[src/rtl/alu_pkg.sv]
// Shared definitions for the serial DLX ALU: op codes, FSM states and
// the op-decode helpers used by both the top level and the chunk slice.
package alu_pkg;

  localparam logic [3:0] OP_AND  = 4'b0000;
  localparam logic [3:0] OP_OR   = 4'b0001;
  localparam logic [3:0] OP_ADD  = 4'b0010;
  localparam logic [3:0] OP_SLTU = 4'b0011;
  localparam logic [3:0] OP_XOR  = 4'b0100;
  localparam logic [3:0] OP_SUB  = 4'b0110;
  localparam logic [3:0] OP_SLT  = 4'b0111;

  typedef enum logic [1:0] {
    IDLE = 2'd0,
    RUN  = 2'd1,
    DONE = 2'd2
  } state_t;

  function automatic logic is_legal_op(input logic [3:0] op);
    case (op)
      OP_AND, OP_OR, OP_ADD, OP_SLTU, OP_XOR, OP_SUB, OP_SLT: return 1'b1;
      default: return 1'b0;
    endcase
  endfunction

  // One bit serves as both the initial carry-in and the B-invert select:
  // the subtract family computes a + ~b + 1, everything else a + b + 0.
  function automatic logic op_cin(input logic [3:0] op);
    case (op)
      OP_SUB, OP_SLT, OP_SLTU: return 1'b1;
      default: return 1'b0;
    endcase
  endfunction

endpackage

[src/rtl/alu_chunk.sv]
// Combinational CHUNK-bit ALU slice; the carry chain spans only CHUNK bits.
// c_msb is the carry into the slice's top bit, used for overflow detection.
module alu_chunk
  import alu_pkg::*;
#(
  parameter int CHUNK = 8
) (
  input  logic [CHUNK-1:0] a,
  input  logic [CHUNK-1:0] b,
  input  logic [3:0]       op,
  input  logic             cin,
  output logic [CHUNK-1:0] y,
  output logic             cout,
  output logic             c_msb
);

  logic [CHUNK-1:0] b_eff;
  logic [CHUNK:0]   sum;

  always_comb begin
    b_eff = op_cin(op) ? ~b : b;
    sum   = {1'b0, a} + {1'b0, b_eff} + {{CHUNK{1'b0}}, cin};
    cout  = sum[CHUNK];
    // Carry into the top bit recovered from the top bit's own sum equation.
    c_msb = a[CHUNK-1] ^ b_eff[CHUNK-1] ^ sum[CHUNK-1];
    case (op)
      OP_AND:  y = a & b;
      OP_OR:   y = a | b;
      OP_XOR:  y = a ^ b;
      default: y = sum[CHUNK-1:0];
    endcase
  end

endmodule

[src/rtl/alu_serial.sv]
// Multi-cycle ALU: WIDTH-bit operation processed CHUNK bits per cycle,
// LSB chunk first, with the carry chained through a register.
module alu_serial
  import alu_pkg::*;
#(
  parameter int WIDTH = 32,
  parameter int CHUNK = 8
) (
  input  logic             clk,
  input  logic             rst_n,
  input  logic             in_valid,
  output logic             in_ready,
  input  logic [3:0]       op,
  input  logic [WIDTH-1:0] a,
  input  logic [WIDTH-1:0] b,
  input  logic             abort,
  output logic             out_valid,
  input  logic             out_ready,
  output logic [WIDTH-1:0] result,
  output logic             carry,
  output logic             ovf,
  output logic             zero,
  output logic             err
);

  localparam int N  = WIDTH / CHUNK;
  localparam int KW = (N > 1) ? $clog2(N) : 1;
  localparam logic [KW-1:0] K_LAST = KW'(N - 1);

  state_t           state;
  logic [WIDTH-1:0] a_reg;
  logic [WIDTH-1:0] b_reg;
  logic [WIDTH-1:0] res_reg;
  logic [3:0]       op_reg;
  logic [KW-1:0]    k;
  logic             carry_reg;
  logic             carry_q;
  logic             ovf_q;
  logic             zero_q;
  logic             err_q;

  logic [CHUNK-1:0] a_chunk;
  logic [CHUNK-1:0] b_chunk;
  logic [CHUNK-1:0] chunk_y;
  logic             chunk_cout;
  logic             chunk_c_msb;

  logic [WIDTH-1:0] fin_sum;
  logic [WIDTH-1:0] fin_res;
  logic             fin_carry;
  logic             fin_ovf;
  logic             fin_zero;
  logic             ovf_raw;

  alu_chunk #(.CHUNK(CHUNK)) u_chunk (
    .a     (a_chunk),
    .b     (b_chunk),
    .op    (op_reg),
    .cin   (carry_reg),
    .y     (chunk_y),
    .cout  (chunk_cout),
    .c_msb (chunk_c_msb)
  );

  // Fixups only matter on the last chunk, where chunk_* reflect the MSB slice.
  always_comb begin
    a_chunk   = a_reg[int'(k)*CHUNK +: CHUNK];
    b_chunk   = b_reg[int'(k)*CHUNK +: CHUNK];
    fin_sum   = res_reg;
    fin_sum[int'(k)*CHUNK +: CHUNK] = chunk_y;
    ovf_raw   = chunk_c_msb ^ chunk_cout;
    fin_res   = fin_sum;
    fin_carry = 1'b0;
    fin_ovf   = 1'b0;
    case (op_reg)
      OP_ADD, OP_SUB: begin
        fin_carry = chunk_cout;
        fin_ovf   = ovf_raw;
      end
      OP_SLT: begin
        fin_res    = '0;
        fin_res[0] = fin_sum[WIDTH-1] ^ ovf_raw;
        fin_carry  = chunk_cout;
      end
      OP_SLTU: begin
        fin_res    = '0;
        fin_res[0] = ~chunk_cout;
        fin_carry  = chunk_cout;
      end
      default: ;
    endcase
    if (!is_legal_op(op_reg)) begin
      fin_res   = '0;
      fin_carry = 1'b0;
      fin_ovf   = 1'b0;
    end
    fin_zero = (fin_res == '0);
  end

  always_ff @(posedge clk or negedge rst_n) begin
    if (!rst_n) begin
      state     <= IDLE;
      a_reg     <= '0;
      b_reg     <= '0;
      op_reg    <= '0;
      k         <= '0;
      carry_reg <= 1'b0;
      res_reg   <= '0;
      carry_q   <= 1'b0;
      ovf_q     <= 1'b0;
      zero_q    <= 1'b0;
      err_q     <= 1'b0;
    end else begin
      case (state)
        IDLE: begin
          if (in_valid) begin
            a_reg     <= a;
            b_reg     <= b;
            op_reg    <= op;
            k         <= '0;
            carry_reg <= op_cin(op);
            res_reg   <= '0;
            carry_q   <= 1'b0;
            ovf_q     <= 1'b0;
            zero_q    <= 1'b0;
            err_q     <= 1'b0;
            state     <= RUN;
          end
        end
        RUN: begin
          if (abort) begin
            k       <= '0;
            res_reg <= '0;
            state   <= IDLE;
          end else if (k == K_LAST) begin
            res_reg   <= fin_res;
            carry_reg <= chunk_cout;
            carry_q   <= fin_carry;
            ovf_q     <= fin_ovf;
            zero_q    <= fin_zero;
            err_q     <= !is_legal_op(op_reg);
            k         <= '0;
            state     <= DONE;
          end else begin
            res_reg[int'(k)*CHUNK +: CHUNK] <= chunk_y;
            carry_reg <= chunk_cout;
            k         <= k + KW'(1);
          end
        end
        DONE: begin
          // Abort discards the result; a normal handoff leaves it in place.
          if (abort) begin
            res_reg <= '0;
            carry_q <= 1'b0;
            ovf_q   <= 1'b0;
            zero_q  <= 1'b0;
            err_q   <= 1'b0;
            state   <= IDLE;
          end else if (out_ready) begin
            state <= IDLE;
          end
        end
        default: state <= IDLE;
      endcase
    end
  end

  assign in_ready  = (state == IDLE);
  assign out_valid = (state == DONE);
  assign result    = res_reg;
  assign carry     = carry_q;
  assign ovf       = ovf_q;
  assign zero      = zero_q;
  assign err       = err_q;

endmodule
[config.mk]
export PLATFORM = sky130hd
export DESIGN_NAME = alu_serial
export DESIGN_NICKNAME = d
export VERILOG_FILES = /design/src/rtl/alu_pkg.sv /design/src/rtl/alu_chunk.sv /design/src/rtl/alu_serial.sv
export SDC_FILE = /design/constraint.sdc
export NUM_CORES = 1
export LEC_CHECK = 0
export ABC_AREA = 1
export CORE_MARGIN = 10
export CORE_UTILIZATION = 25
export CTS_CLUSTER_DIAMETER = 100
export DETAILED_ROUTE_END_ITERATION = 10
export HOLD_SLACK_MARGIN = 0.03
export PLACE_DENSITY_LB_ADDON = 0.2
export SYNTH_ARGS = -nofsm -noshare
export SYNTH_HDL_FRONTEND = slang
export SYNTH_HIERARCHICAL = 1
export SYNTH_SLANG_ARGS = --single-unit
[constraint.sdc]
create_clock -name clk -period 6.6 [get_ports clk]
set_input_delay 1.32 -clock clk [delete_from_list [all_inputs] [get_ports clk]]
set_output_delay 1.32 -clock clk [all_outputs]
set_load 0.005 [all_outputs]
==> results of run 1 <==
==> per-layer routing <==
metal	wire length, µm	up-vias	global-route usage
li1	-	2662	-
met1	9590	2510	0.164
met2	8680	153	0.185
met3	1090	16	0.0323
met4	180	0	0.0215
met5	0	-	0
==> cell usage in the layout (no fill, tap or decap), types with 6 or more instances in the layout <==
master,n
inv_1,90
dfrtp_1,109
nand2_1,159
a21oi_1,10
o21ai_1,7
o22ai_1,28
o21ai_0,76
nor2_1,66
clkdlybuf4s50_1,109
nand3_1,26
clkbuf_16,9
ha_1,29
xor2_1,9
buf_4,6
nand4_1,9
mux2_2,67
==> synthesized netlist by cell type (all sizes together) <==
| library cell | count | area [µm²] |
|---|---|---|
| o41ai | 1 | 8.76 |
| nand3 | 30 | 170 |
| o31ai | 1 | 7.51 |
| o22ai | 28 | 175 |
| o2111ai | 1 | 8.76 |
| nand2 | 162 | 613 |
| or2 | 5 | 31.3 |
| buf | 11 | 63.8 |
| ha | 29 | 363 |
| xor2 | 9 | 78.8 |
| fa | 2 | 40.0 |
| o21a | 1 | 7.51 |
| o21ai | 83 | 415 |
| clkbuf | 13 | 48.8 |
| nand3b | 2 | 15.0 |
| o211ai | 4 | 43.8 |
| inv | 94 | 353 |
| dfrtp | 109 | 2730 |
| o21bai | 1 | 7.51 |
| xnor2 | 1 | 8.76 |
| mux2 | 67 | 754 |
| a31oi | 1 | 6.26 |
| a21oi | 11 | 66.3 |
| nand4 | 9 | 56.3 |
| nor2 | 71 | 294 |
==> power breakdown <==
| group | total, mW | internal, mW | switching [mW] |
|---|---|---|---|
| clock | 0.556 | 0.270 | 0.286 |
| combinational | 2.45 | 0.898 | 1.55 |
| sequential | 0.990 | 0.845 | 0.145 |
| total | 4.00 | 2.01 | 1.98 |
==> final cells by class <==
type	count	area share
Timing Repair Buffer	115	0.140
Inverter	94	0.0435
Clock inverter	7	0.0102
Clock buffer	9	0.0278
Tap cell	330	0.0509
Multi-Input combinational cell	519	0.391
Sequential cell	109	0.336
==> path summary, 6_finish.rpt <==
| check | start | slack [ns] | cells after the start | endpoint |
|---|---|---|---|---|
| worst max-delay path | k[1] | 2.14 | 21 | zero |
| worst min-delay path | b_reg[8] | 0.50 | 1 | b_reg[8] |
| worst max register to register | k[1] | 2.14 | 21 | zero |
| worst min register to register | b_reg[8] | 0.50 | 1 | b_reg[8] |
| max in group asynchronous | rst_n | 4.41 | 2 | b_reg[2] |
| min in group asynchronous | rst_n | 1.03 | 1 | result[21] |
==> worst max-delay path: cells and delay by family, from the launching register on <==
| kind | cells | cell delay (ns) |
|---|---|---|
| adders and majority gates | 2 | 0.90 |
| and+or+nand+nor | 13 | 1.16 |
| DFF | 1 | 0.63 |
| xor gates and xnor gates | 1 | 0.18 |
| AOI/OAI and AO/OA | 3 | 0.76 |
| buffers and inverters | 2 | 0.70 |
==> logic make-up after synthesis <==
group	Yosys count
XOR/XNOR	10
AND/OR/NAND/NOR	279
adder cells (fa/ha/maj)	31
multiplexers	67
AO/OA/AOI/OAI	132
buffers and inverters	118
flip-flops	109
==> stage by stage <==
stage | instances | setup WS, ns
6_report | 1183 | 2.14
4_1_cts | 1183 | 2.10
5_1_grt | 1183 | 1.80
3_5_place_dp | 1167 | 2.15
2_1_floorplan | 746 | 3.11
3_3_place_gp | 1167 | 2.24
==> qor.csv, run 1 <==
metric;value;unit
status;completed;
CP Capture Type;register;
Max clock buf depth;2;
PortBufs;110;
layout cell share with drive strength beyond 1;0.127;
Startpoint Class;register;
Max Cap Viol;0;
Hold WC Path Type;reg2reg;
HPWL Detailed;15100;µm
critical path's most frequent cell;nand2_1;
multi-input combinational cell area;3170;µm²
DP Area;7800;µm²
CP Data Arrival Time;4.70;ns
Setup CP Type;reg2reg;
Clk Latency, worst-skew pair;0.36;ns
I/O pins;111;
vias post-DR;5341;
final hold vios;0;
post-layout util;0.323;
Slew headroom;0.487;
Post-Synthesis Cell Area;6360;µm²
Clock transition at path regs;0.08;ns
largest family of logic cells by synthesized area;simple AND/OR/NAND/NOR gates;
Design Power;4.00;mW
Root Driver;clkbuf_16;
Final ANT Viol Nets;0;
Cells after Synth;746;
worst path cell trace;inv_1 -> o21ai_0 -> o22ai_1 -> inv_1 -> xor2_1 -> fa_1 -> fa_1 -> nand3_1 -> nand2_1 -> nand2_1 -> nand3_2 -> nand4_1 -> nand2_1 -> o21ai_0 -> nand2_1 -> nand2_1 -> nor2_1 -> nand3_1 -> nor2_1 -> nand2_1 -> nand2_1;
drt pass-1 iters;5;
drt total wl;19500;µm
sequential cell area;2730;µm²
Rows;58;
DRT iter0 DRCs;401;
Final nets;952;
PostCTS Resize Cnt;0;
f_max;224;MHz
Post-Syn Area per Cell;8.53;µm²
adder-cell share of the synthesized area;0.0633;
Synth Area in Simple Gates;0.185;
Synth Register Bits;109;
cell area after layout;8110;µm²
sequential area share after synthesis;0.429;
vias in the first global route;5500;
Final Cycle Share;0.675;
hold slack;0.502;ns
Max FO, Critical Path;20;
Max Slew Vio Count;0;
CTS tree;yes;
# fillers;2725;
RSZ-0062 raised after global routing;false;
post-synthesis xor/xnor area fraction;0.0138;
Area growth, synth to finish;27.4;%
core area;25100;µm²
post-synthesis compound-gate area fraction;0.117;
Leakage;3.51;nW
initial antenna violation count;0;
hold_buf cts;0;
full die area;32200;µm²
CP max stage delay;0.63;ns
worst slew pin tran;0.770;ns
TritonCTS Buffers;9;
drt wl/cell;16.5;µm
final setup fails;0;
Die Ht;180;µm
Worst VDD drop;0.000212;V
H-tree level count;3;
Final Wtd Congestion;0.883;
slowest CP cell;dfrtp_1;
global route overflow;0;
largest net degree at the start of global routing;60;
Antenna Cells;0;
Starting Density;0.253;
post-CTS setup buffer count;0;
Tot GR Track Use;0.119;
Final min period;4.46;ns
clock tree sinks;109;
synthesis warning total;6;
Mapped Nets;850;
mux contribution to synthesized area;0.119;
Max Clock Skew;0.0119;ns
setup TNS;0;ns
first-pass GRT wire length;31300;µm
DR DRC count;0;
distinct cell type count after synthesis;36;
PwrDens;493;nW/µm²
Worst EP required;6.85;ns
Avg Vias per Cell;4.51;
die width;180;µm
Note: power is estimated with default switching activity, not from simulation.
==> run 2: changes to the inputs <==
- clock period: 6.6 -> 3.8 ns (I/O delays scaled with it)
==> run 2 against run 1 <==
Global-route usage hardly changed. Critical endpoint unchanged. Critical path type unchanged. Worst hold slack worse by 0.12 ns. Sequential power is 70% higher. Final cell count is 1.7% higher. Maximum frequency is 25% higher. Combinational power is 81% higher.
==> qor.csv, run 2 (synthesis results as in run 1) <==
metric;value;unit
Final nets;971;
worst slack at placement;0.0998;ns
f_max;281;MHz
Slew headroom;0.615;
post-route insts no fill;1203;
CP Capture Type;register;
most common cell after layout, fill and taps aside;nand2_1;
status;completed;
Design Power;7.08;mW
worst r2r src;k[0];
worst slew pin tran;0.578;ns
drt total wl;19300;µm
full die area;32200;µm²
I/O pins;111;
Max FO, Critical Path;11;
Final ANT Viol Nets;0;
die width;180;µm
layout cell share with drive strength beyond 1;0.155;
CP Data Arrival Time;3.87;ns
CTS tree;yes;
sequential cell area;2730;µm²
Max clock buf depth;2;
Final Cycle Share;0.936;
Clk Latency, worst-skew pair;0.37;ns
drt pass-1 iters;4;
Root Driver;clkbuf_16;
fin worst setup slack;0.244;ns
Avg Vias per Cell;4.46;
final hold vios;0;
Die Ht;180;µm
clock tree sinks;109;
Max Slew Vio Count;0;
Cells after DPL;1185;
Max Clock Skew;0.00889;ns
DRT iter0 DRCs;348;
final setup fails;0;
cell area after layout;8330;µm²
core area;25100;µm²
Tot GR Track Use;0.119;
setup TNS;0;ns
Max Cap Viol;0;
initial antenna violation count;1;
RR Endpoint;zero;
DP Area;7980;µm²
Final Wtd Congestion;0.876;
commonest cells after routing, fill and taps aside;nand2_1, clkdlybuf4s50_1, dfrtp_1;
Leakage;3.63;nW
Reg2Reg Setup Slack;0.24;ns
path depth of the worst reg2reg path;21;
PwrDens;849;nW/µm²
global route overflow;0;
Hold WC Path Type;in2async;
Rows;58;
vias in the first global route;5549;
# fillers;2695;
vias post-DR;5370;
largest net degree at the start of global routing;69;
Starting Density;0.253;
Area growth, synth to finish;30.9;%
Worst EP required;4.11;ns
multi-input combinational cell area;3200;µm²
DR DRC count;0;
Clock transition at path regs;0.08;ns
TritonCTS Buffers;9;
HPWL Detailed;15300;µm
H-tree level count;3;
drt wl/cell;16.0;µm
Final min period;3.56;ns
Worst VDD drop;0.000349;V
Setup CP Type;reg2reg;
Startpoint Class;register;
first-pass GRT wire length;31100;µm
PortBufs;110;
[run 2: cell count changes in the layout (fill, tap and decap cells not counted), sizes merged]
cell	before	now
clkinv	4	1
diode	0	1
buf	6	25
clkbuf	9	10
inv	96	98
[run 2: critical path, cell delays in order, from the launching register on]
cell	delay, ns
dfrtp_2	0.42
buf_6	0.15
o21ai_0	0.09
o22ai_1	0.22
inv_1	0.10
xor2_1	0.18
fa_2	0.39
fa_1	0.42
or2_2	0.30
nand3_2	0.07
nand4_1	0.20
nand2_1	0.14
inv_1	0.05
nand3_1	0.09
nand2_1	0.09
nor2_1	0.11
nand2_1	0.07
nor2_1	0.10
nand3_1	0.09
nand2_1	0.10
nand2_1	0.06
nand2_1	0.05
[run 2: worst max path at each step]
stage	start	depth (start not counted)	endpoint
6_report	k[0]	21	zero
5_1_grt	k[0]	19	zero
4_1_cts	k[0]	23	zero
3_5_place_dp	k[0]	23	zero
3_3_place_gp	k[0]	23	zero
2_1_floorplan	k[0]	24	zero
[run 2: power breakdown]
part           total [mW]  switching (mW)  internal [mW]
clock network       0.972           0.489          0.483
registers            1.68           0.208           1.47
logic                4.43            2.70           1.73
total                7.08            3.40           3.68
[run 2: cell type report]
type,count,area share
Timing Repair Buffer,134,0.159
Tap cell,330,0.0496
Clock buffer,10,0.0287
Multi-Input combinational cell,519,0.385
Antenna cell,1,0.000300
Clock inverter,6,0.00766
Inverter,94,0.0427
Sequential cell,109,0.328
[run 2: through the flow]
stage,utilization,hold WS [ns]
final,0.332,0.377
after CTS,0.330,0.400
after global placement,0.318,0.477
after detailed placement,0.318,0.481
after global routing,0.332,0.428
after floorplan,-,0.464
[run 2: repair_timing]
action,CTS,global route
gates resized for setup,0,14
setup buffers,0,1
hold buffers,0,0
setup endpoints to repair,0,3
[run 2: metal layers]
metal	global-route usage	up-vias	wire length (µm)
li1	-	2712	-
met1	0.156	2510	9300
met2	0.185	130	8550
met3	0.0373	18	1160
met4	0.0341	0	275
met5	0	-	0
==> run 3: changes to the inputs <==
- CAP_MARGIN: default -> 25
==> results of run 3 <==
Final layout, timing and power as in run 2 (identical DEF).
